**config.mk**
```make
export PLATFORM = sky130hd
export DESIGN_NAME = mux_scan_sel
export DESIGN_NICKNAME = d
export VERILOG_FILES = /design/src/rtl/mux_scan_sel.sv
export SDC_FILE = /design/constraint.sdc
export NUM_CORES = 1
export LEC_CHECK = 0
export ABC_AREA = 0
export CAP_MARGIN = 20
export CORE_UTILIZATION = 40
export CTS_BUF_LIST = sky130_fd_sc_hd__clkbuf_4
export DETAILED_ROUTE_END_ITERATION = 6
export PLACE_DENSITY = 0.64
export SETUP_SLACK_MARGIN = 0.1
export SYNTH_ARGS = -nofsm -noshare
export SYNTH_HDL_FRONTEND = slang
export SYNTH_SLANG_ARGS = --single-unit
```
**constraint.sdc**
```tcl
create_clock -name clk -period 2.6 [get_ports clk]
set_input_delay 0.78 -clock clk [delete_from_list [all_inputs] [get_ports clk]]
set_output_delay 0.78 -clock clk [all_outputs]
set_load 0.02 [all_outputs]
```
**src/rtl/mux_scan_sel.sv**
```systemverilog
// rtl/mux_scan_sel.sv - NUM_CH:1 registered channel mux with manual select and round-robin auto-scan
module mux_scan_sel #(
    parameter int NUM_CH  = 4,
    parameter int DATA_W  = 1,
    parameter int DWELL_W = 8,
    parameter int SEL_W   = $clog2(NUM_CH)
) (
    input  logic                       clk,
    input  logic                       rst_n,
    input  logic                       ena,
    input  logic                       mode,
    input  logic [SEL_W-1:0]           sel,
    input  logic                       hold,
    input  logic [DWELL_W-1:0]         dwell,
    input  logic [NUM_CH*DATA_W-1:0]   data_in,
    output logic [DATA_W-1:0]          data_out,
    output logic [SEL_W-1:0]           cur_ch,
    output logic                       ch_change
);

    logic [SEL_W-1:0]   scan_ch;
    logic [DWELL_W-1:0] dwell_cnt;
    logic [SEL_W-1:0]   eff_ch;
    logic [DATA_W-1:0]  eff_data;
    logic [DATA_W-1:0]  ch_data [NUM_CH];

    // Unpack the flat input bus so the channel pick is a plain array index;
    // NUM_CH is a power of two, so every eff_ch value names a real channel.
    for (genvar k = 0; k < NUM_CH; k++) begin : g_unpack
        assign ch_data[k] = data_in[k*DATA_W +: DATA_W];
    end

    assign eff_ch   = mode ? scan_ch : sel;
    assign eff_data = ch_data[eff_ch];

    // Output stage: present the effective channel one cycle after selection.
    // ch_change is a single-cycle pulse, so it drops on any stalled cycle.
    always_ff @(posedge clk or negedge rst_n) begin
        if (!rst_n) begin
            data_out  <= '0;
            cur_ch    <= '0;
            ch_change <= 1'b0;
        end else if (ena) begin
            data_out  <= eff_data;
            cur_ch    <= eff_ch;
            ch_change <= (eff_ch != cur_ch);
        end else begin
            ch_change <= 1'b0;
        end
    end

    // Scan engine: in manual mode it shadows sel with a cleared dwell count,
    // so a switch to auto-scan begins on the last manual channel with a full
    // dwell period. A dwell lowered below the running count is not treated as
    // expiry; the counter runs on and wraps naturally.
    always_ff @(posedge clk or negedge rst_n) begin
        if (!rst_n) begin
            scan_ch   <= '0;
            dwell_cnt <= '0;
        end else if (ena) begin
            if (!mode) begin
                scan_ch   <= sel;
                dwell_cnt <= '0;
            end else if (!hold) begin
                if (dwell_cnt == dwell) begin
                    dwell_cnt <= '0;
                    scan_ch   <= scan_ch + 1'b1;
                end else begin
                    dwell_cnt <= dwell_cnt + 1'b1;
                end
            end
        end
    end

endmodule

```
==> results.txt <==
The flow ran to the end, and the final reports show no timing, DRC or antenna violations. The clock reaches the later pin of the worst-skew pair after 280 ps. The tools report the root buffer selected by CTS as sky130_fd_sc_hd__clkbuf_4.

sky130_fd_sc_hd__dfrtp_1 takes more of the synthesized area than any other cell. Yosys instantiated no cell more often than sky130_fd_sc_hd__dfrtp_1. In this design, the stage delay of the slowest critical-path cell is 550 ps. The count of non-filler cells in the finished layout was 142. Capture instance of the worst register-to-register path: dwell_cnt[2]. The all-layer global routing usage came out at 0.1793.

Tracing the worst setup path back leads to its startpoint at mode. The highest clock rate came out at 451.5 MHz. The starting utilization of the core area is 0.4274, and the count of final hold-check violations is 0.

The number of stages on the worst setup path was 4; the post-CTS clock slew at the launch and capture registers of the worst setup and hold paths was 80 ps. In this run the worst setup path terminates at data_out. Synthesis inferred 14 register bits. The placeable core area is 1982 µm², and the netlist area before placement is 847.1 µm².

The die outline area is 2305 µm², and the length in cells of the worst reg-to-reg path is 5. The total cell area at the placement stage was 1124 µm². Setup repair after global routing left no endpoint under its margin. After synthesis, the most frequently instantiated cells are 14 x sky130_fd_sc_hd__dfrtp_1, 10 x sky130_fd_sc_hd__nand2_1, 10 x sky130_fd_sc_hd__xnor2_1, 9 x sky130_fd_sc_hd__a21oi_1, 6 x sky130_fd_sc_hd__nor2_1.

The share of the synthesized netlist area taken by xor and xnor gates was 0.1344; the area fraction in compound gates after synthesis was 0.1581. The number of flops mapped to enable cells by yosys was 0. The min-delay analysis places its worst path in the category reg2reg. After the last flow step, the layout net total stands at 136.

In this run the tool buffered the top-level ports with 22 buffer cells. For this design, the sink count on the clock tree is 14. The register area share after synthesis is 0.4136, and the share of layout cells above drive strength 1 is 0.1304. Endpoint type of the worst setup path: a register.

Fill cells in the final layout number 170. The type of the worst setup path is in2reg. The accumulated negative setup slack came out at 0 ps. Yosys attributes the largest share of cell area to sky130_fd_sc_hd__dfrtp_1 41%, sky130_fd_sc_hd__xnor2_1 10%, sky130_fd_sc_hd__a21oi_1 5.3%. The logs give 0 for the total of endpoints with negative setup slack in the final report and 2 for the maximum clock insertion buffer count. Dividing the synthesized area by the synthesized cell count gives 9.965 µm². The run gives 1 as the H-tree depth reported by CTS. Biggest fanout along the worst timing path: 4. The run gives 0 as the initial antenna violation count. The horizontal extent of the die is 48.02 µm. The share of async-settable or async-resettable flops after synthesis is 1.000, and the vertical die dimension is 48.02 µm.

In this run the critical register-to-register path is launched from dwell_cnt[2]. When the netlist entered floorplanning its net count stood at 105. Number of instances on the worst hold path: 1. Entering global routing, the biggest net connects 15 pins. The signal on the critical path passes through clkdlybuf4s50_1, mux2i_2, mux4_2, mux2_4. The count of yosys warnings during synthesis was 0. By area, the combinational part of the netlist is dominated by simple AND/OR/NAND/NOR gates.

The worst-case headroom to the max-slew limit is 0.5923. The number of DRC markers after the initial detailed-route iteration is 15. The number of max-cap violations was 0; the number of instances in the synthesized netlist was 85. The first global-routing pass estimated 2794 µm of wire. In the final routed layout, each cell accounts on average for 12.53 µm. Data arrives at the worst endpoint at 2390 ps. Compared with the post-synthesis result, the final layout area differs by 35.75%. The distinct cell type count after synthesis was 27; the top-level I/O count was 23.

At the worst endpoint, the required time is 2780 ps. For this run, design rule violations remaining after detail routing come to 0. TritonCTS built the clock tree.

The leakage component of the power is 0.4845 nW, and the count of buffers added by post-CTS timing repair for setup is 0. The via count of the first global-routing pass was 664; the share of cell area taken by muxes after synthesis was 0.08419. Detailed placement ended at an HPWL of 1417 µm. Number of buffer and inverter instances along the worst setup path: 1. The fraction of synthesized cell area taken by the top area cell type is 0.4136. Routability-driven placement finished with a final weighted congestion of 0.8209. The slowest stage of the critical path is the sky130_fd_sc_hd__clkdlybuf4s50_1 cell. The number of nets still failing antenna checks after routing is 0, and the fraction of the mapped netlist area in adder cells is 0.01477.

Between clock sinks in the finished design, the worst skew comes to 6.509 ps. For the count of hold-fix buffers inserted at cts, the log shows 0. Area fraction in and, or, nand and nor cells after synthesis: 0.1640. Global routing finished with a remaining overflow of 0. Power spread over the standard cell area amounts to 516.9 nW/µm². The total wirelength of the detailed-routed design came out at 1779 µm. The routed via count divided by cell count is 5.232.

In this run the most critical hold path is launched from data_out. The share of the cycle needed by the critical path after routing works out to 0.8519. Row generation in the floorplan step produced 16 rows. The maximum vdd drop is 0.4324 mV. Startpoint class of the critical path: an input pin. Detailed routing inserted a total of 743 vias.

Transition time at the pin with the least slew margin: 609.6 ps. The final count of pins violating max slew was 0; the TritonCTS buffer count was 3. The final design area excluding fillers came out at 1150 µm².

The count of placed standard cells including taps was 138; the number of optimization iterations in the first detailed-route pass was 4. The top flip-flop cell by instance count after synthesis is sky130_fd_sc_hd__dfrtp_1. The repair_antennas step left the layout with diodes totalling 0. In this design, the largest share of critical-path delay is due to multiplexers. The final critical-path required period came out at 2215 ps. The post-CTS resize count was 0; the final hold slack was 533.3 ps.

Across all register-to-register paths, the minimum setup slack is 880 ps.
==> power breakdown <==
part / leakage [nW] / switching (W) / total (W) / internal (W)
clock: 0.0154 / 0.0000683 / 0.000124 / 0.0000558
combinational: 0.295 / 0.0000781 / 0.000184 / 0.000106
sequential: 0.174 / 0.0000371 / 0.000286 / 0.000249
total: 0.484 / 0.000183 / 0.000594 / 0.000411
==> state kept, by name, summed over array words and instances, names as in the netlist <==
register and cells:
ch_change 1, cur_ch 2, data_out 1, dwell_cnt 8
scan_ch 2
==> worst register-to-register path: stages, from the launching register on <==
cell and delay, ps:
sky130_fd_sc_hd__dfrtp_1 450, sky130_fd_sc_hd__xnor2_1 200, sky130_fd_sc_hd__nand4_1 220, sky130_fd_sc_hd__o21ai_2 410, sky130_fd_sc_hd__o21ai_0 140, sky130_fd_sc_hd__a21o_1 190
==> how the worst min path moves through the flow <==
| stage | to | slack, ps |
|---|---|---|
| after floorplan | ch_change | 480 |
| after global placement | data_out | 510 |
| after detailed placement | data_out | 520 |
| after CTS | data_out | 530 |
| after global routing | data_out | 560 |
| final | data_out | 530 |
==> metrics by stage <==
stage	worst slack (ps)	util	power, W
2_1_floorplan	517.4	-	0.0003900
3_3_place_gp	112.8	0.5669	0.0004705
3_5_place_dp	76.48	0.5669	0.0004761
4_1_cts	379.3	0.5802	0.0006014
5_1_grt	296.5	0.5802	0.0006346
6_report	385.0	0.5802	0.0005944
==> layout make-up <==
class                   count  area [µm²]  share of cell area
clock buffers               3       22.52             0.01959
multi-input cells          68       470.5              0.4091
flip-flops and latches     14       350.3              0.3047
repair buffers             28       265.3              0.2307
clock inverters             1       3.754            0.003264
inverters                   1       3.754            0.003264
well taps                  27       33.78             0.02938
==> cell usage in the layout, fill, tap and decap left out, drive strengths merged <==
cell,synthesis,final
and3,1,1
nand4,3,3
o21ai,4,4
or3,1,1
nor4,1,1
o32ai,1,1
nand2,10,10
ha,1,1
buf,2,6
nor3,1,1
mux2i,3,3
clkdlybuf4s50,0,22
a21boi,2,2
xor2,3,3
inv,1,1
nor2,6,6
clkinv,0,1
dfrtp,14,14
a21o,4,4
a21oi,9,9
nor3b,1,1
and2b,1,1
xnor2,10,10
clkbuf,0,3
nand3,4,4
mux4,1,1
mux2,1,1
==> cell families (layout without fill, tap and decap cells) <==
| family | after synthesis | in the layout |
|---|---|---|
| AO/OA/AOI/OAI | 20 | 20 |
| adder cells (fa/ha/maj) | 1 | 1 |
| multiplexers | 5 | 5 |
| AND/OR/NAND/NOR | 29 | 29 |
| flip-flops | 14 | 14 |
| XOR/XNOR | 13 | 13 |
| buffers and inverters | 3 | 33 |
==> layer usage <==
layer  track usage  part of all wire  vias to the layer above
met2        0.2973              0.50                       25
met5             0                 0                        -
met1        0.2240              0.44                      351
li1              -                 -                      361
met3       0.05660             0.040                        6
met4       0.05000             0.017                        0
(Power assumes the default switching activity.)
==> RTL change 1: new RTL, same flow settings <==
Reset style: synchronous (`rst_n`), changed in 2 clocked blocks.
--- a/src/rtl/mux_scan_sel.sv
+++ b/src/rtl/mux_scan_sel.sv
@@ -35,7 +35,7 @@
 
     // Output stage: present the effective channel one cycle after selection.
     // ch_change is a single-cycle pulse, so it drops on any stalled cycle.
-    always_ff @(posedge clk or negedge rst_n) begin
+    always_ff @(posedge clk) begin
         if (!rst_n) begin
             data_out  <= '0;
             cur_ch    <= '0;
@@ -53,7 +53,7 @@
     // so a switch to auto-scan begins on the last manual channel with a full
     // dwell period. A dwell lowered below the running count is not treated as
     // expiry; the counter runs on and wraps naturally.
-    always_ff @(posedge clk or negedge rst_n) begin
+    always_ff @(posedge clk) begin
         if (!rst_n) begin
             scan_ch   <= '0;
             dwell_cnt <= '0;
Formal check against the unedited RTL: differs if rst_n is asserted again (counterexample within 4 cycles, from zero or initial values and one cycle with rst_n low); with rst_n held inactive, the same outputs for 10 cycles.
==> RTL change 1 against the original RTL <==
Wire length fell by 10%. Highest routed layer unchanged. Setup slack improved by 0.16 ns. Sequential cell count is the same. Largest cell class unchanged. Power fell by 21%. Area after synthesis down 6.2%. Final area decreased by 6.4%. Count of clock-buffer cells in the layout did not move.
==> RTL change 1: results (changes against the original RTL) <==
metric	value	unit	change
Compound-Gate Fraction of Synth Area	12.6	%	-3.2 points
Sw Share	26.8	%	-4.0 points
placed insts	137		-0.72%
CP max stage delay	0.62	ns	+0.07 ns
first-pass GRT wire length	2450	um	-12%
Crit Path Max Fanout	3		-1
share of layout cells above drive strength 1	9.48	%	-3.6 points
clk buf depth	2		unchanged
GRT Util Overall	16.1	%	-1.8 points
pin count of the biggest net entering global routing	12		-3
fillcell total	159		-6.5%
fraction of synthesized area in multiplexers	6.93	%	-1.5 points
adder-cell share of the synthesized area	1.57	%	+0.098 points
I/O Buffers	22		unchanged
Clk Tree Root Cell	clkbuf_4		
clock network power	0.125	mW	
Async S/R FF share, synth	0	%	-100 points
drt wl/cell	11.3	um	-9.8%
YS warnings	0		unchanged
Clock power frac	26.5	%	+5.6 points
DP Wirelength	1240	um	-12%
CTS clk-pin slew, worst paths	0.08	ns	about the same
sequential fraction of the synthesis area	35.3	%	-6.1 points
skew final	0.00150	ns	-0.00501 ns
Max VDD drop	0.342	mV	-21%
biggest registers after layout	dwell_cnt (8), cur_ch (2), scan_ch (2)		
Setup Buffers After CTS	0		unchanged
P_comb	0.109	mW	-41%
Mapped Nets	110		+4.8%
Clk Latency, worst-skew pair	0.27	ns	
DR vias/cell	4.89		-6.5%
Cells after Synth	90		+5.9%
Top FF cell, synth	dfxtp_1		
XOR/XNOR share of the synthesized area	18.7	%	+5.3 points
antenna cells	0		unchanged
status	completed		
vias in the first global route	575		-13%
Leakage	0.404	nW	-17%
drt pass-1 iters	4		unchanged
number of distinct library cells after synthesis	28		+3.7%
Slew @ Worst Pin	0.393	ns	-0.217 ns
Worst Hold Class	register to register		
initial antenna violation count	0		unchanged
synth top area cells	dfxtp_1, xnor2_1, xor2_1		
total grt overflow	0		unchanged
CTS H-tree depth	1		unchanged
routability cong.	0.740		-9.8%
Post-synth top cells	dfxtp_1, nand2_1, xnor2_1, nor2_1		
Routed WL	1590	um	-10%
Final nets	137		+0.74%
Post-DP Area	1050	um2	-6.6%
CP top delay family	buffers and inverters		
initial drt markers	21		+6
slowest cell on the critical path	clkdlybuf4s50_1		
-- RTL change 1: cell types whose count changed after synthesis, sizes merged, moves of 2 or more --
cell and delta:
nor2 +4, a21o -4, nand4 +3, xor2 +3, o211a +2, nand3 -3, dfxtp +14, a21oi -6
clkbuf +2, dfrtp -14, nand2 +3
-- RTL change 1: kinds of logic after synthesis --
group | Yosys count
xor gates and xnor gates | 17
muxes | 5
and+or+nand+nor | 35
adders and majority gates | 1
AOI/OAI and AO/OA | 13
buffers and inverters | 5
DFF | 14
-- RTL change 1: metrics by stage --
step	worst slack (ns)	hold slack, ns
after floorplan	0.739	0.478
after global placement	0.277	0.478
after detailed placement	0.288	0.488
after CTS	0.537	0.507
after global routing	0.478	0.539
final	0.544	0.504
-- RTL change 1: per-layer routing --
| metal | vias up | track usage (%) | part of all wire [%] | routed length, um |
|---|---|---|---|---|
| met5 | - | 0 | 0 | 0 |
| met4 | 0 | 8.82 | 1.9 | 30 |
| met3 | 4 | 2.35 | 5.0 | 80 |
| met2 | 21 | 20.6 | 41 | 646 |
| met1 | 301 | 24.9 | 52 | 836 |
| li1 | 364 | - | - | - |
-- RTL change 1: layout make-up --
class                   instances  area, um2  share of cell area (%)
flip-flops and latches         14        280                    26.0
multi-input cells              71        488                    45.3
clock inverters                 1       3.75                   0.349
repair buffers                 25        243                    22.6
clock buffers                   3       22.5                    2.09
inverters                       2       7.51                   0.698
well taps                      25       31.3                    2.91
-- RTL change 1: worst paths after layout --
kind                                    from            to  slack (ns)  cells past startpoint
worst min-delay path                data_out      data_out        0.50                      2
worst max-delay path               cur_ch[1]     cur_ch[1]        0.54                      1
worst max register to register  dwell_cnt[0]  dwell_cnt[4]        1.11                      5
worst min register to register      data_out      data_out        0.50                      2
==> RTL change 2: new RTL, same flow settings <==
Made on the original files. The parameter `NUM_CH` goes from 4 to 8.
--- a/src/rtl/mux_scan_sel.sv
+++ b/src/rtl/mux_scan_sel.sv
@@ -1,6 +1,6 @@
 // rtl/mux_scan_sel.sv - NUM_CH:1 registered channel mux with manual select and round-robin auto-scan
 module mux_scan_sel #(
-    parameter int NUM_CH  = 4,
+    parameter int NUM_CH  = 8,
     parameter int DATA_W  = 1,
     parameter int DWELL_W = 8,
     parameter int SEL_W   = $clog2(NUM_CH)
Interface: changed (resized cur_ch, data_in and sel); port bits go from 23 to 29. The function was not compared with the original's and may differ.
==> RTL change 2 against the original RTL <==
Cell count is 11% higher. Wire length is 24% higher. Power is 23% higher. Area after synthesis is 15% higher. Synthesized cell count is 7.1% higher. Final area is 19% higher. Die area is 14% higher. Sequential cell count is 2 higher. Setup slack worse by 0.077 ns. Largest power group unchanged.
==> RTL change 2: results (changes against the original RTL) <==
metric	value	unit	change
slew margin rel.	72.2	%	+13 points
pin count of the biggest net entering global routing	17		+2
clk buf depth	2		unchanged
R2R depth	6		+1
routability cong.	0.754		-8.2%
synth top area cells	dfrtp_1, xor2_1, mux2i_1		
CTS clk-pin slew, worst paths	0.10	ns	+0.02 ns
cts bufs inserted	3		unchanged
GRT met2 Usage	30.7	%	+0.97 points
DR vias/cell	5.22		-0.33%
Cells after Synth	91		+7.1%
total grt overflow	0		unchanged
met1 Use GR	24.1	%	+1.7 points
Routed WL	2210	um	+24%
Async S/R FF share, synth	100	%	unchanged
worst hold margin	0.576	ns	+0.0431 ns
I/O Buffers	28		+27%
Post-DP Area	1340	um2	+19%
skew final	0.00181	ns	-0.00470 ns
hold path cells	2		+1
GRT Util Overall	18.8	%	+0.86 points
first-pass GRT wire length	3540	um	+27%
GR Util met3	2.68	%	-3.0 points
Max VDD drop	0.327	mV	-24%
vias in the first global route	794		+20%
Critical Path AT	2.47	ns	+0.08 ns
R2R Path End	dwell_cnt[5]		
share of layout cells above drive strength 1	12.3	%	-0.74 points
slowest cell on the critical path	mux4_1		
sequential fraction of the synthesis area	41.1	%	-0.23 points
initial drt markers	21		+6
status	completed		
placed insts	154		+12%
Clk Tree Root Cell	clkbuf_4		
Critical R2R Launch	dwell_cnt[5]		
Post-synth top cells	dfrtp_1, xor2_1, nor2_1, mux2i_1, a21oi_1		
biggest registers after layout	dwell_cnt (8), cur_ch (3), scan_ch (3)		
fillcell total	206		+21%
Post-Layout Cell Count	158		+11%
DP Wirelength	1730	um	+22%
Leakage	0.616	nW	+27%
==> RTL change 2: cell types whose count changed after synthesis, sizes merged, moves of 2 or more <==
cell   delta
xor2     +10
xnor2     -6
mux2i     +5
nand2     -5
nor2      +5
a21o      -4
o21ai     -3
o22ai     +3
dfrtp     +2
==> RTL change 2: final cells by class <==
class,count,share of cell area (%)
repair buffers,37,25.4
multi-input cells,73,40.8
clock buffers,3,1.65
well taps,28,2.56
clock inverters,1,0.274
flip-flops and latches,16,29.3
==> RTL change 2: per-stage QoR <==
stage | utilization [%] | setup slack (ns)
finish | 60.7 | 0.308
global route | 60.7 | 0.291
CTS | 60.7 | 0.319
detailed placement | 59.5 | 0.00376
global placement | 59.5 | 0.0562
floorplan | - | 0.414
==> RTL change 2: worst max-delay path by stage <==
stage | from | to | slack, ns
floorplan | mode | data_out | 0.41
global placement | mode | data_out | 0.06
detailed placement | mode | data_out | 0.004
CTS | mode | data_out | 0.32
global route | mode | data_out | 0.29
finish | mode | data_out | 0.31
==> RTL change 2: worst register-to-register path, delay by kind of cell (launching register included) <==
| family | cells | cell delay, ns |
|---|---|---|
| xor gates and xnor gates | 1 | 0.18 |
| DFF | 1 | 0.45 |
| buffers and inverters | 1 | 0.17 |
| and+or+nand+nor | 3 | 0.65 |
| AOI/OAI and AO/OA | 1 | 0.17 |
==> RTL change 2: where the power goes <==
group | internal, mW | leakage [nW] | switching, mW
clock network | 0.0558 | 0.0154 | 0.0832
logic | 0.139 | 0.399 | 0.103
registers | 0.290 | 0.202 | 0.0572
total | 0.485 | 0.616 | 0.243
==> RTL change 2: routing by layer <==
layer	routed length (um)	vias to the layer above
li1	-	408
met3	72	4
met2	1060	21
met1	1020	391
met4	54	0
met5	0	-
==> RTL change 2: kinds of logic after synthesis <==
family / Yosys count / synth area share, %
AO/OA/AOI/OAI: 15 / 10.9
XOR/XNOR: 17 / 15.3
adder cells (fa/ha/maj): 2 / 2.57
buffers and inverters: 2 / 1.54
flip-flops: 16 / 41.1
multiplexers: 10 / 13.6
AND/OR/NAND/NOR: 29 / 14.9
